==> config.mk <==
export PLATFORM = sky130hd
export DESIGN_NAME = stream_demux
export DESIGN_NICKNAME = d
export VERILOG_FILES = /design/src/rtl/stream_demux.sv
export SDC_FILE = /design/constraint.sdc
export NUM_CORES = 1
export LEC_CHECK = 0
export CORE_UTILIZATION = 37
export DETAILED_ROUTE_END_ITERATION = 10
export GPL_TIMING_DRIVEN = 0
export PLACE_DENSITY = 0.95
export REMOVE_ABC_BUFFERS = 1
export SYNTH_ARGS = -nofsm -noshare
export SYNTH_HDL_FRONTEND = slang
export SYNTH_SLANG_ARGS = --single-unit
==> constraint.sdc <==
create_clock -name clk -period 2.24 [get_ports clk]
set_input_delay 0.448 -clock clk [delete_from_list [all_inputs] [get_ports clk]]
set_output_delay 0.448 -clock clk [all_outputs]
set_load 0.02 [all_outputs]
==> src/rtl/stream_demux.sv <==
// stream_demux: 1-to-N registered stream demultiplexer with a one-entry buffer.
// A beat accepted at edge n appears on its lane in cycle n+1. Back-to-back beats are
// reloaded on the same edge the lane accepts, so throughput is one beat per clock.
// A beat whose select is out of range is dropped and flagged with a one-cycle err_sel pulse.
// Optional feature: define DEMUX_PKT_LOCK_EN to add in_last/out_last and lock the lane
// for the duration of a packet.
module stream_demux #(
  parameter int unsigned DATA_W = 8,
  parameter int unsigned N_OUT  = 4,
  parameter int unsigned SEL_W  = 2
) (
  input  logic                    clk,
  input  logic                    rst,
  input  logic [DATA_W-1:0]       in_data,
  input  logic [SEL_W-1:0]        in_sel,
  input  logic                    in_valid,
  output logic                    in_ready,
  output logic [N_OUT*DATA_W-1:0] out_data,
  output logic [N_OUT-1:0]        out_valid,
  input  logic [N_OUT-1:0]        out_ready,
  output logic                    err_sel
`ifdef DEMUX_PKT_LOCK_EN
  ,
  input  logic                    in_last,
  output logic [N_OUT-1:0]        out_last
`endif
);

  typedef enum logic {StEmpty, StFull} state_e;

  state_e            state_q;
  logic [DATA_W-1:0] hold_data_q;
  logic [SEL_W-1:0]  hold_sel_q;
  logic              err_sel_q;

`ifdef DEMUX_PKT_LOCK_EN
  logic              hold_last_q;
  logic              pkt_busy_q;  // inside a packet, lane already latched
  logic [SEL_W-1:0]  pkt_sel_q;
  logic              pkt_drop_q;  // current packet started with a bad select
`endif

  logic             lane_ready;
  logic             accept;
  logic             sel_ok;
  logic [SEL_W-1:0] eff_sel;
  logic             eff_drop;
  logic             new_err;

  // Ready of the lane currently holding the buffered beat.
  always_comb begin
    lane_ready = 1'b0;
    for (int k = 0; k < int'(N_OUT); k++) begin
      if (hold_sel_q == SEL_W'(k)) lane_ready = out_ready[k];
    end
  end

  assign in_ready = !rst && ((state_q == StEmpty) || lane_ready);
  assign accept   = in_valid && in_ready;
  assign sel_ok   = 32'(in_sel) < N_OUT;

  // Routing decision for the incoming beat; a locked packet overrides in_sel.
  always_comb begin
    eff_sel  = in_sel;
    eff_drop = !sel_ok;
    new_err  = !sel_ok;
`ifdef DEMUX_PKT_LOCK_EN
    if (pkt_busy_q) begin
      eff_sel  = pkt_sel_q;
      eff_drop = pkt_drop_q;
      new_err  = 1'b0;
    end
`endif
  end

  // Buffer FSM: load on accept, drain when the selected lane takes the beat.
  always_ff @(posedge clk) begin
    if (rst) begin
      state_q     <= StEmpty;
      hold_data_q <= '0;
      hold_sel_q  <= '0;
      err_sel_q   <= 1'b0;
`ifdef DEMUX_PKT_LOCK_EN
      hold_last_q <= 1'b0;
      pkt_busy_q  <= 1'b0;
      pkt_sel_q   <= '0;
      pkt_drop_q  <= 1'b0;
`endif
    end else begin
      err_sel_q <= accept && new_err;
      if (accept) begin
        // in_ready in StFull implies the held beat leaves on this same edge.
        if (eff_drop) begin
          state_q <= StEmpty;
        end else begin
          state_q     <= StFull;
          hold_data_q <= in_data;
          hold_sel_q  <= eff_sel;
`ifdef DEMUX_PKT_LOCK_EN
          hold_last_q <= in_last;
`endif
        end
`ifdef DEMUX_PKT_LOCK_EN
        pkt_busy_q <= !in_last;
        pkt_sel_q  <= eff_sel;
        pkt_drop_q <= eff_drop;
`endif
      end else if (state_q == StFull && lane_ready) begin
        state_q <= StEmpty;
      end
    end
  end

  // Lane outputs: only the held lane is valid, all other lanes are driven to zero.
  always_comb begin
    out_valid = '0;
    out_data  = '0;
`ifdef DEMUX_PKT_LOCK_EN
    out_last  = '0;
`endif
    for (int k = 0; k < int'(N_OUT); k++) begin
      if (state_q == StFull && hold_sel_q == SEL_W'(k)) begin
        out_valid[k]                = 1'b1;
        out_data[k*DATA_W +: DATA_W] = hold_data_q;
`ifdef DEMUX_PKT_LOCK_EN
        out_last[k]                 = hold_last_q;
`endif
      end
    end
  end

  assign err_sel = err_sel_q;

endmodule

---- Word level (Yosys, flattened, before mapping) ----
Cells that the tools add are included.
storage, ports and cells
  register bits ........................... 11
  input bits .............................. 17
  logic and storage cells ................. 32
operators by class
  eq/ne operators ......................... 3
  muxes and demuxes ....................... 14
  bitwise gates (word level) .............. 1
  reductions and logical operators ........ 11
operators with widths
  kind                                            number
  2-to-1 mux 8 bit                                4
  2-to-1 mux 1 bit                                10
  logical AND 1 bit                               7
  == test 2 bit (second input constant)           2
  == test 2 x 1 -> 1 bit (second input constant)  1
  logical NOT 2 bit                               1
  nonzero test 2 bit                              1
  logical NOT 1 bit                               1
  logical OR 1 bit                                1
  inverter 1 bit                                  1

---- Longest topological paths before layout ----
  depth in word-level cells ............... 9
  depth in mapped cells ................... 4
  gate-level depth less buffers ........... 3

---- Least setup slack after synthesis ----
No wires, ideal clock.
  kind .................................... reg2out
  start ................................... register state_q
  end ..................................... output port out_data[0]
  arrival time ............................ 1.297 ns
  slack ................................... 0.495 ns
  stages on the path, launching flop included .. 5
  cells stage by stage .................... dfxtp_1 > nor2b_1 > and2b_1 > clkbuf_1 > and2_1
on the way
  longest elaborated chain between the ends .. 2
RTL lines
  item                      line  text
  start: declaration        31    state_e state_q;
  start signal: assignment  79    state_q <= StEmpty;
  start signal: assignment  94    state_q <= StEmpty;
  start signal: assignment  96    state_q <= StFull;
  logical AND 1 bit         122   if (state_q == StFull && hold_sel_q == SEL_W'(k)) begin
  2-to-1 mux 8 bit          122
  end: declaration          18    output logic [N_OUT*DATA_W-1:0] out_data,
No other way between the ends.

---- Worst setup path in the final report ----
  start ................................... input port out_ready[2]
  end ..................................... output port in_ready
on the way
  longest elaborated chain between the ends .. 4
RTL lines
  item                           line  text
  start: declaration             20    input logic [N_OUT-1:0] out_ready,
  2-to-1 mux 1 bit (2 in a row)  54    if (hold_sel_q == SEL_W'(k)) lane_ready = out_ready[k];
  logical OR 1 bit               58    assign in_ready = !rst && ((state_q == StEmpty) || lane_ready);
  logical AND 1 bit              58
  end: declaration               17    output logic in_ready,
No other way between the ends.

==> results.md <==
- Ys flop type: dfxtp_1
- Placed instance count: roughly 170
- Pins Over Slew Limit: 0
- GRT Util Overall: a little over a fifth
- Gr ovfl total: 0
- Placed cell area: ~0.0013 mm2
- Worst-margin pin slew: between 700 and 800 ps
- First-pass iteration count of the detailed router: 4
- CP required: about 1800 ps
- Design Area, Final: roughly 0.0014 mm2
- Worst rel slew slack: about 52%
- Sw frac: between 30% and 40%
- Port bufs: 53
- Final period util: about 99%
- Fin Clk Skew: 2.41 ps
- Critical path arrival: about 1800 ps
- Max FO, Critical Path: 3
- Clock Tree Root: clkbuf_4
- HPWL after DPL: ~1700 um
- Die Y: 48.5 um
- Via Count: just over 800
- Fin crit period: 2220 ps
- Synth warnings: 0
- Pint: 0.000351 W
- Post-synth top area cell: dfxtp_1
- Routed len/inst: 14.6 um
- Pin count of the biggest net entering global routing: 23
- Initial core utilization: approximately two fifths
- P_leak: ~0.94 nW
- Setup ws final: between 15 and 20 ps
- Hold Vio Cnt, Final: 0
- Nets: 163
- Max clock buf depth: 2
- Yosys top cell area share: between 20 and 30%
- I/O pin count: 55
- EDFF count, synth: 0
- Antenna fix cells: 0
- Total CTS buffers: 3
- Initial antenna violation count: 0
- Async set-or-reset flop fraction in the synthesized netlist: 0%
- Startpoint Class: input port
- Row cnt: 16
- Die area: roughly 0.0024 mm2
- Logic pwr share: 26.6%
- Max Clock Freq: 450 MHz
- Share of layout cells above drive strength 1: 6.90%
- Post-Syn Area: 801 um2
- Hold Path Class: flip-flop to flip-flop
- Clock Sinks: 11
- Worst setup EP type: primary output
- Yosys reg bits: 11
- Main area contributors after synthesis: dfxtp_1, and2_1, nand2b_1
- Clock Latency Late Sink: around 270 ps
- Status: finished clean
- Hold-fix buffers at CTS: 0
- Register area share after synthesis: ~27%
- Power per cell area: ~360 mW/mm2
- Total of max-cap violations: 0
- Area grow syn2layout: 75.9%
- Register share of total power: a little under half
- Core Region: about 0.0020 mm2
- Pre-CTS setup slack: -361 ps
- Unique masters post-synth: 17
- ANT nets after route: 0
- Peak VDD IR: between 300 and 400 uV
- Overall Power: between 0.0005 and 0.0006 W
- Avg Cell Area, Syn: ~8.3 um2
- Vias/cell: 4.79
- DRC errors left: 0
- Setup-failing EPs final: 0
- Global-route wire length before repair: approximately 3800 um
- Crit Path Category: input port to primary output
- Total wire length: ~2500 um
- Vias in the first global route: between 800 and 900
- Mapped Cells: 96
- H-tree Lvls: 1
- RePlAce Congestion: 0.753
- Final cell count without fillers: 172
- CTS clock-pin slew for the worst setup and hold paths: ~70 ps
- Final core utilization: 70.4%
- Die Width: ~49 um
- TritonCTS clock tree: built
- NetSw: 0.000151 W
- Initial DRC Count: 12
- Clock network power share: 27.9%
-- critical path, cell delays in order --
cell             delay [ps]
clkdlybuf4s50_1         460
mux2i_1                 140
a221oi_1                350
dlygate4sd2_1           380
-- timing repair --
action / CTS / global route
endpoints found under the setup margin: 37 / 25
setup buffers: 1 / 0
gates resized for setup: 17 / 20
-- registers in the layout, summed over array words and instances, names as in the netlist --
| register | flops |
|---|---|
| hold_data_q | 8 |
| hold_sel_q | 2 |
| state_q | 1 |
-- metal layers --
layer | track usage [%] | up-vias | part of all wire, %
met2 | 40.4 | 27 | 56
met5 | 0 | - | 0
li1 | - | 410 | -
met4 | 11.3 | 0 | 2.1
met1 | 22.6 | 381 | 38
met3 | 3.14 | 6 | 3.0
-- synthesized netlist by cell type (2+ instances only) --
| master | n |
|---|---|
| and2b_1 | 2 |
| clkbuf_1 | 6 |
| and3_1 | 8 |
| mux2i_1 | 12 |
| and2_1 | 26 |
| a221oi_1 | 2 |
| nand2b_1 | 20 |
| dfxtp_1 | 11 |
-- through the flow --
step                      TNS [ps]  hold WS [ps]
after floorplan                  0           465
after global placement       -2820           480
after detailed placement     -4550           501
after CTS                        0           511
after global routing          -110           537
final                            0           505
-- cells by family after synthesis --
kind of cell,synth area share [%]
flops,27.5
other cells,0.468
simple gates,46.3
compound gates,4.06
buf+inv,6.72
mux,15.0
-- path summary, 6_finish.rpt --
path | startpoint | endpoint | slack, ps | cells past startpoint
worst max-delay path | out_ready[2] | in_ready | 20 | 4
worst max register to register | hold_sel_q[0] | hold_data_q[5] | 570 | 3
worst min register to register | hold_data_q[6] | hold_data_q[6] | 510 | 2
worst min-delay path | hold_data_q[6] | hold_data_q[6] | 510 | 2
-- power groups by stage --
| stage | registers, W | clock network [W] | logic (W) |
|---|---|---|---|
| 6_report | 0.000228 | 0.000140 | 0.000134 |
| 3_3_place_gp | 0.000229 | 0 | 0.000124 |
| 2_1_floorplan | 0.000225 | 0 | 0.0000669 |
| 5_1_grt | 0.000231 | 0.000155 | 0.000145 |
| 4_1_cts | 0.000227 | 0.000143 | 0.000130 |
| 3_5_place_dp | 0.000231 | 0 | 0.000129 |
-- layout make-up --
class / count / area [um2]
Fill cell: 152 / 593
Timing Repair Buffer: 54 / 569
Multi-Input combinational cell: 75 / 552
Sequential cell: 11 / 224
Tap cell: 27 / 33.8
Clock buffer: 4 / 26.3
Inverter: 1 / 3.75
-- placed cells by master, fill, tap and decap left out --
cell type / netlist / final
and2_1: 26 / 26
clkdlybuf4s50_1: 0 / 24
nand2b_1: 20 / 20
dlymetal6s2s_1: 0 / 18
mux2i_1: 12 / 12
dlygate4sd2_1: 0 / 11
dfxtp_1: 11 / 10
and3_1: 8 / 8
clkbuf_4: 0 / 3
and2b_2: 0 / 2
a221oi_1: 2 / 2
and3_4: 0 / 1
nor2b_4: 0 / 1
inv_1: 1 / 1
a221oi_4: 0 / 1
nor2_1: 1 / 1
conb_1: 1 / 1
clkbuf_1: 6 / 1
dfxtp_4: 0 / 1
buf_4: 1 / 1
(Power assumes the default switching activity.)
